**src/rtl/ts_sync_switch.sv**
```systemverilog
// ts_sync_switch: selects one of N_CH MPEG transport-stream byte lanes and
// forwards it one cycle later, only ever on whole-packet boundaries.
//
// Ports:
//   clk        rising-edge clock
//   rst        synchronous, active-high reset
//   en         block enable; low forces IDLE and zero outputs
//   sel        requested channel (ignored while out of range)
//   data_in    N_CH byte lanes, channel k at [k*DATA_W +: DATA_W]
//   valid_in   per-channel byte strobe
//   sync_in    per-channel packet-start flag (qualified by valid_in)
//   data_out   forwarded byte (zero when nothing forwarded)
//   valid_out  forwarded byte valid
//   sync_out   forwarded byte is a packet start
//   active_ch  channel currently being forwarded / hunted
//   locked     high while aligned to a packet stream (PASS)
//   sel_err    combinational: sel >= N_CH
//   sync_err   one-cycle pulse on loss of packet alignment

// Per-lane gate: a lane contributes its byte only when it is the active
// channel, so the lanes can simply be OR-reduced into one byte.
module ts_sync_lane #(
  parameter int SEL_W  = 2,
  parameter int DATA_W = 8,
  parameter int LANE   = 0
) (
  input  logic [SEL_W-1:0]  active_ch,
  input  logic [DATA_W-1:0] data,
  input  logic              valid,
  input  logic              sync,
  output logic [DATA_W-1:0] data_m,
  output logic              valid_m,
  output logic              sync_m
);
  logic hit;
  assign hit     = (active_ch == SEL_W'(LANE));
  assign data_m  = hit ? data : '0;
  assign valid_m = hit & valid;
  assign sync_m  = hit & valid & sync;
endmodule

module ts_sync_switch #(
  parameter int N_CH    = 4,
  parameter int SEL_W   = 2,
  parameter int DATA_W  = 8,
  parameter int PKT_LEN = 188
) (
  input  logic                     clk,
  input  logic                     rst,
  input  logic                     en,
  input  logic [SEL_W-1:0]         sel,
  input  logic [N_CH*DATA_W-1:0]   data_in,
  input  logic [N_CH-1:0]          valid_in,
  input  logic [N_CH-1:0]          sync_in,
  output logic [DATA_W-1:0]        data_out,
  output logic                     valid_out,
  output logic                     sync_out,
  output logic [SEL_W-1:0]         active_ch,
  output logic                     locked,
  output logic                     sel_err,
  output logic                     sync_err
);

  localparam int                CNT_W  = $clog2(PKT_LEN + 1);
  localparam logic [CNT_W-1:0]  LAST   = CNT_W'(PKT_LEN);
  localparam logic [CNT_W-1:0]  ONE    = CNT_W'(1);
  // One extra bit so the range check never degenerates into a constant.
  localparam logic [SEL_W:0]    N_CH_C = (SEL_W+1)'(N_CH);

  typedef enum logic [1:0] {IDLE, WAIT_SYNC, PASS} state_t;

  typedef struct packed {
    logic [DATA_W-1:0] data;
    logic              valid;
    logic              sync;
  } beat_t;

  state_t            state_q, state_d;
  logic [CNT_W-1:0]  cnt_q, cnt_d, cnt_inc;
  logic [SEL_W-1:0]  active_ch_q, active_ch_d;
  logic [SEL_W-1:0]  target_q, target;
  beat_t             out_q, out_d;
  logic              locked_q, locked_d;
  logic              sync_err_q, sync_err_d;
  logic              sel_ok, fwd;
  beat_t             cur;

  // ---------------------------------------------------------------------------
  // Channel select
  // ---------------------------------------------------------------------------
  assign sel_ok  = ({1'b0, sel} < N_CH_C);
  assign sel_err = ~sel_ok;
  // An out-of-range request leaves the previous target in place.
  assign target  = sel_ok ? sel : target_q;

  // ---------------------------------------------------------------------------
  // Lane gating and reduction onto the active channel
  // ---------------------------------------------------------------------------
  logic [N_CH-1:0][DATA_W-1:0] lane_data;
  logic [N_CH-1:0]             lane_valid;
  logic [N_CH-1:0]             lane_sync;

  for (genvar g = 0; g < N_CH; g++) begin : g_lane
    ts_sync_lane #(
      .SEL_W  (SEL_W),
      .DATA_W (DATA_W),
      .LANE   (g)
    ) u_lane (
      .active_ch (active_ch_q),
      .data      (data_in[g*DATA_W +: DATA_W]),
      .valid     (valid_in[g]),
      .sync      (sync_in[g]),
      .data_m    (lane_data[g]),
      .valid_m   (lane_valid[g]),
      .sync_m    (lane_sync[g])
    );
  end

  always_comb begin
    cur.data = '0;
    for (int k = 0; k < N_CH; k++) cur.data = cur.data | lane_data[k];
    cur.valid = |lane_valid;
    cur.sync  = |lane_sync;
  end

  // ---------------------------------------------------------------------------
  // Next-state logic
  // ---------------------------------------------------------------------------
  assign cnt_inc = (cnt_q == LAST) ? ONE : cnt_q + ONE;

  always_comb begin
    state_d     = state_q;
    cnt_d       = cnt_q;
    active_ch_d = active_ch_q;
    fwd         = 1'b0;
    sync_err_d  = 1'b0;

    if (!en) begin
      state_d = IDLE;
      cnt_d   = '0;
    end else begin
      unique case (state_q)
        IDLE: begin
          active_ch_d = target;
          cnt_d       = '0;
          state_d     = WAIT_SYNC;
        end

        WAIT_SYNC: begin
          active_ch_d = target;
          // Only lock when the hunted channel is still the wanted one, so a
          // sync seen on a channel being abandoned cannot start a packet.
          if (target == active_ch_q && cur.valid && cur.sync) begin
            fwd     = 1'b1;
            cnt_d   = ONE;
            state_d = PASS;
          end
        end

        PASS: begin
          if (cnt_q == LAST && target != active_ch_q) begin
            // Sitting exactly on a packet boundary with a new request.
            active_ch_d = target;
            cnt_d       = '0;
            state_d     = WAIT_SYNC;
          end else if (cur.valid) begin
            if (cur.sync != (cnt_q == LAST)) begin
              // Sync where none belongs, or missing where one must be.
              sync_err_d  = 1'b1;
              active_ch_d = target;
              cnt_d       = '0;
              state_d     = WAIT_SYNC;
            end else begin
              fwd   = 1'b1;
              cnt_d = cnt_inc;
              // Last byte of the packet just went out: honour a pending
              // switch now so no partial packet is ever emitted.
              if (cnt_inc == LAST && target != active_ch_q) begin
                active_ch_d = target;
                cnt_d       = '0;
                state_d     = WAIT_SYNC;
              end
            end
          end
        end

        default: state_d = IDLE;
      endcase
    end

    out_d.valid = fwd;
    out_d.sync  = fwd & cur.sync;
    out_d.data  = fwd ? cur.data : '0;
    locked_d    = (state_d == PASS);
  end

  // ---------------------------------------------------------------------------
  // State and output registers
  // ---------------------------------------------------------------------------
  always_ff @(posedge clk) begin
    if (rst) begin
      state_q     <= IDLE;
      cnt_q       <= '0;
      active_ch_q <= '0;
      target_q    <= '0;
      out_q       <= '0;
      locked_q    <= 1'b0;
      sync_err_q  <= 1'b0;
    end else begin
      state_q     <= state_d;
      cnt_q       <= cnt_d;
      active_ch_q <= active_ch_d;
      target_q    <= target;
      out_q       <= out_d;
      locked_q    <= locked_d;
      sync_err_q  <= sync_err_d;
    end
  end

  assign data_out  = out_q.data;
  assign valid_out = out_q.valid;
  assign sync_out  = out_q.sync;
  assign active_ch = active_ch_q;
  assign locked    = locked_q;
  assign sync_err  = sync_err_q;

endmodule

```
**config.mk**
```make
export PLATFORM = sky130hd
export DESIGN_NAME = ts_sync_switch
export DESIGN_NICKNAME = d
export VERILOG_FILES = /design/src/rtl/ts_sync_switch.sv
export SDC_FILE = /design/constraint.sdc
export NUM_CORES = 1
export LEC_CHECK = 0
export ABC_AREA = 1
export BUFFER_PORTS_ARGS = -buffer_cell sky130_fd_sc_hd__buf_2
export CAP_MARGIN = 20
export CORE_MARGIN = 2
export CORE_UTILIZATION = 49
export DETAILED_ROUTE_END_ITERATION = 6
export GPL_ROUTABILITY_DRIVEN = 0
export PLACE_DENSITY = 0.91
export SYNTH_ARGS = -nofsm -noshare
export SYNTH_HDL_FRONTEND = slang
export SYNTH_SLANG_ARGS = --single-unit
```
**constraint.sdc**
```tcl
create_clock -name clk -period 2.5 [get_ports clk]
set_clock_uncertainty 0.1 [all_clocks]
set_input_delay 0.375 -clock clk [delete_from_list [all_inputs] [get_ports clk]]
set_output_delay 0.375 -clock clk [all_outputs]
set_load 0.03 [all_outputs]
```
==> results_dict.tcl, run 1 <==
set metrics [dict create \
    stdcell_count 344 \
    vias 1663 \
    antenna_left 0 \
    cp_data_required_time_ns 2.65 \
    grt_setup_unrepaired "false" \
    slew_violations 0 \
    crit_type "flop to flop" \
    path_max_fanout 10 \
    insertion_delay_ns 0.31 \
    num_rows 20 \
    grt_pass1_vias 1483 \
    reg2regPathDepth 13 \
    power_density_nw_per_um2 408 \
    initial_core_util 0.524 \
    placed_cell_area_um2 1970 \
    p_leak_nw 1.02 \
    port_buffers 58 \
    status "complete, no violations" \
    ir_drop_mv 0.314 \
    cts_tree "built" \
    grtUsageTotal 0.218 \
    clock_sinks 24 \
    clock.fmax_mhz 462 \
    post-cts-setup-buffer-count 0 \
    avgSynthCellArea_um2 6.86 \
    clkTransAtPathRegs_ns 0.13 \
    ys_seq_area_frac 0.293 \
    cts.path.max_buffers 2 \
    synth_cell_type_count 31 \
    stdcell_area_um2 2030 \
    synth_edf_count 0 \
    startpoint "cnt_q[0]" \
    cp_slowest_cell "dfxtp_1" \
    worstHoldPathCells 2 \
    holdCritPathClass "primary input to flop" \
    fin_setup_tns_ns 0 \
    drc 0 \
    core-area_um2 3130 \
    post-route-min-period_ns 2.17 \
    crit_path_end_kind "flop" \
    antenna_cells 0 \
    drive_above_1_share 0.327 \
    synthCells 239 \
    post_cts_resized 0 \
    fillCellCount 278 \
    path_delay_family "simple AND/OR/NAND/NOR gates" \
    path_depth 13 \
    fin_crit_sh 0.866 \
    die_w_um 61.8 \
    yosysWarnings 0 \
    r2r_setup_slack_ns 0.33 \
    fp.dieH_um 61.8 \
    path_cells "inv_1, ha_1, nand2_1, nor2_1, nand2_2, a21oi_2, nor2_2, inv_2, nor2_1, nand2_1, nand2_1, nand3_2, a21oi_1" \
    crit_path_start_kind "flop" \
    drt_pass1_iterations 4 \
    rr_startpoint "cnt_q[0]" \
    arrival_ns 2.32 \
    gr-total-overflow 0 \
    hp-start "rst" \
    cts_buffers 3 \
    drt_iter0_drc 88 \
    grt_max_degree 15 \
    finalHoldViolCount 0 \
    synth_area_um2 1640 \
    areaGrowthSynthToFinish_pct 23.6 \
    cp_common_cell "nand2_1" \
    io_pins 60 \
    grt_pass1_wl_um 6300 \
    htree_levels 1 \
    dp_cells 340 \
    dpl.hpwl_um 3180 \
    crit_buf_inv 2 \
    syn_nets 291 \
    die_area_um2 3820 \
    vias_per_cell 4.83 \
    holdBufCountCts 0 \
    final-setup-viol-count 0 \
    synth-seq-cells 24 \
    slowest_delay_ns 0.42 \
    ys.flop_type "dfxtp_1" \
    maxCapViolations 0 \
    wl_per_cell_um 11.3 \
    wirelength_um 3900 \
    root_buffer "clkbuf_4" \
    final_core_util 0.648 \
    nNetsFinal 353 \
    antenna_found_initial 0 \
    synthArstFlopShare 0 \
]
-- power breakdown --
part,internal [W],leakage (nW),switching [W]
sequential,0.000387,0.194,0.00000585
combinational,0.0000628,0.799,0.0000914
clock,0.000162,0.0279,0.000119
total,0.000611,1.02,0.000216
-- per-stage QoR --
stage / total power [W] / hold slack [ns] / setup WS, ns
floorplan: 0.000501 / 0.344 / 0.613
global placement: 0.000550 / 0.384 / 0.441
detailed placement: 0.000553 / 0.406 / 0.394
CTS: 0.000833 / 0.144 / 0.345
global route: 0.000868 / 0.130 / 0.0590
finish: 0.000827 / 0.146 / 0.334
-- cell families (layout without fill, tap and decap cells) --
logic type      Yosys count  in the layout  synth area share
compound gates           47             47             0.160
xor+xnor                  2              2            0.0221
fa+ha+maj                 7              7            0.0534
buf+inv                  37             98            0.0931
flops                    24             24             0.293
other cells               1              1           0.00229
simple gates            121            121             0.376
-- cell usage after synthesis, types with 2 or more instances --
| cell type | n | area [um2] |
|---|---|---|
| nand2_1 | 65 | 244 |
| a21oi_1 | 32 | 160 |
| inv_1 | 32 | 120 |
| dfxtp_1 | 24 | 480 |
| nor2_1 | 14 | 52.6 |
| nor2_2 | 10 | 62.6 |
| nand3_1 | 9 | 45.0 |
| ha_1 | 7 | 87.6 |
| nand2_2 | 7 | 43.8 |
| nand2_4 | 6 | 67.6 |
| o21ai_0 | 6 | 30.0 |
| a22o_1 | 4 | 35.0 |
| inv_2 | 2 | 7.51 |
| nand3_2 | 2 | 20.0 |
| nand3b_1 | 2 | 15.0 |
| nor2_4 | 2 | 22.5 |
-- path summary, 6_finish.rpt --
kind,end
worst min-delay path,active_ch[0]
worst min register to register,cnt_q[4]
worst max-delay path,data_out[1]
worst max register to register,data_out[1]
-- layout by cell type (no fill, tap or decap), types with 6 or more instances in the layout --
cell type,count
nand2_1,65
inv_1,32
a21oi_1,32
nor2_1,14
nor2_2,10
nand2_4,6
o21ai_0,6
nand2_2,7
dfxtp_1,24
nand3_1,9
ha_1,7
buf_2,58
-- worst reg2reg max path: cells and delay by family (launching register included) --
family	cells	cell delay, ns
AO/OA/AOI/OAI	2	0.26
buffers and inverters	2	0.18
adder cells (fa/ha/maj)	1	0.20
flip-flops	1	0.42
AND/OR/NAND/NOR	8	0.92
-- metal layers --
layer  part of all wire  global-route usage  wire length [um]
met3              0.046              0.0393               179
met5                  0                   0                 0
met1               0.43               0.277              1680
met4             0.0056              0.0426                22
met2               0.52               0.386              2020
-- cell type report --
cell class,count,area (um2),share of cell area
sequential,24,480,0.237
timing repair buffer,59,298,0.147
multi-input combinational,178,1010,0.497
tap,44,55.1,0.0272
inverter,35,134,0.0661
clock buffer,3,22.5,0.0111
clock inverter,1,30.0,0.0148
-- state kept, by name, summed over array words and instances (netlist names) --
| name | cells |
|---|---|
| sync_err | 1 |
| state_q | 2 |
| sync_out | 1 |
| data_out | 8 |
| locked | 1 |
| valid_out | 1 |
| cnt_q | 8 |
| active_ch | 2 |
Note: power is estimated with default switching activity, not from simulation.
==> run 2: changes to the inputs <==
--- a/config.mk
+++ b/config.mk
@@ -12,6 +12,7 @@
 export CORE_UTILIZATION = 49
 export DETAILED_ROUTE_END_ITERATION = 6
 export GPL_ROUTABILITY_DRIVEN = 0
+export MAX_ROUTING_LAYER = met4
 export PLACE_DENSITY = 0.91
 export SYNTH_ARGS = -nofsm -noshare
 export SYNTH_HDL_FRONTEND = slang
==> run 2 against run 1 <==
Effect of this change:
- final area stayed put
- register-to-register slack hardly changed
- routed wire length is 0.44% lower
- final cell count stayed put
- utilization stayed put
- critical endpoint is now data_out[5]
- worst setup slack better by 0.0013 ns
- power hardly changed
==> results_dict.tcl, run 2 (synthesis results as in run 1) <==
set metrics [dict create \
    clock.fmax_mhz 462 \
    fin_setup_tns_ns 0 \
    placed_cell_area_um2 1970 \
    antenna_found_initial 0 \
    maxCapViolations 0 \
    status "complete, no violations" \
    io_pins 60 \
    cts_buffers 3 \
    vias 1662 \
    crit_type "flop to flop" \
    post-cts-setup-buffer-count 0 \
    path_max_fanout 10 \
    vias_per_cell 4.83 \
    gr-total-overflow 0 \
    cts_tree "built" \
    grt_max_degree 15 \
    drt_pass1_iterations 4 \
    power_density_nw_per_um2 409 \
    clkTransAtPathRegs_ns 0.13 \
    initial_core_util 0.524 \
    antenna_cells 0 \
    fp.dieH_um 61.8 \
    cp_data_required_time_ns 2.65 \
    crit_buf_inv 2 \
    cp_common_cell "nand2_1" \
    slew_violations 0 \
    grtUsageTotal 0.224 \
    core-area_um2 3130 \
    stdcell_area_um2 2030 \
    grt_pass1_vias 1483 \
    die_w_um 61.8 \
    crit_path_end_kind "flop" \
    dpl.hpwl_um 3180 \
    clock_sinks 24 \
    drc 0 \
    final-setup-viol-count 0 \
    post_cts_resized 0 \
    drt_iter0_drc 87 \
    fin_crit_sh 0.866 \
    post-route-min-period_ns 2.16 \
    antenna_left 0 \
    drive_above_1_share 0.327 \
    mostFrequentLayoutCell "nand2_1" \
    finalHoldViolCount 0 \
    crit_path_start_kind "flop" \
    wirelength_um 3880 \
    num_rows 20 \
    ir_drop_mv 0.314 \
    path_delay_family "simple AND/OR/NAND/NOR gates" \
    port_buffers 58 \
    path_cells "inv_1, ha_1, nand2_1, nor2_1, nand2_2, a21oi_2, nor2_2, inv_2, nor2_1, nand2_1, nand2_1, nand3_2, a21oi_1" \
    arrival_ns 2.32 \
    holdBufCountCts 0 \
    areaGrowthSynthToFinish_pct 23.6 \
    wl_per_cell_um 11.3 \
    die_area_um2 3820 \
    slowest_delay_ns 0.42 \
    htree_levels 1 \
    fillCellCount 278 \
    insertion_delay_ns 0.31 \
    root_buffer "clkbuf_4" \
    nNetsFinal 353 \
    grt_pass1_wl_um 6300 \
    holdCritPathClass "primary input to flop" \
    cp_slowest_cell "dfxtp_1" \
    final_cell_mix "nand2_1, buf_2, inv_1, a21oi_1, dfxtp_1" \
    cts.path.max_buffers 2 \
    grt_setup_unrepaired "false" \
    p_leak_nw 1.02 \
]
run 2: cell counts in the layout (fill, tap and decap cells not counted):
No cell type changed its count.
run 2: where the power goes:
| part | internal, W | switching (W) | total [W] | leakage, nW |
|---|---|---|---|---|
| Clock | 0.000162 | 0.000119 | 0.000281 | 0.0279 |
| Combinational | 0.0000628 | 0.0000914 | 0.000154 | 0.799 |
| Sequential | 0.000387 | 0.00000580 | 0.000392 | 0.194 |
run 2: layout make-up:
type | instances | area [um2] | share of cell area
Timing Repair Buffer | 59 | 298 | 0.147
Clock buffer | 3 | 22.5 | 0.0111
Inverter | 35 | 134 | 0.0661
Clock inverter | 1 | 30.0 | 0.0148
Multi-Input combinational cell | 178 | 1010 | 0.497
Tap cell | 44 | 55.1 | 0.0272
Sequential cell | 24 | 480 | 0.237
run 2: through the flow:
stage	hold WS, ns	instances	util	total power, W	setup WS [ns]
2_1_floorplan	0.344	239	-	0.000501	0.613
3_3_place_gp	0.384	340	0.631	0.000550	0.441
3_5_place_dp	0.406	340	0.631	0.000553	0.394
4_1_cts	0.144	344	0.648	0.000833	0.345
5_1_grt	0.130	344	0.648	0.000868	0.0590
6_report	0.146	344	0.648	0.000828	0.336
run 2: layer usage:
layer	global-route usage	share of wire	vias to the layer above	wire length [um]
met4	0.0426	0.0057	0	22
met2	0.386	0.52	48	2010
met1	0.277	0.43	736	1670
met5	-	0	-	0
li1	-	-	876	-
met3	0.0393	0.045	2	174
run 2: worst paths after layout:
check                               from  cells past startpoint            to  slack, ns
worst max-delay path            cnt_q[0]                     13   data_out[5]       0.34
worst min-delay path                 rst                      2  active_ch[0]       0.15
worst max register to register  cnt_q[0]                     13   data_out[5]       0.34
worst min register to register  cnt_q[4]                      2      cnt_q[4]       0.42
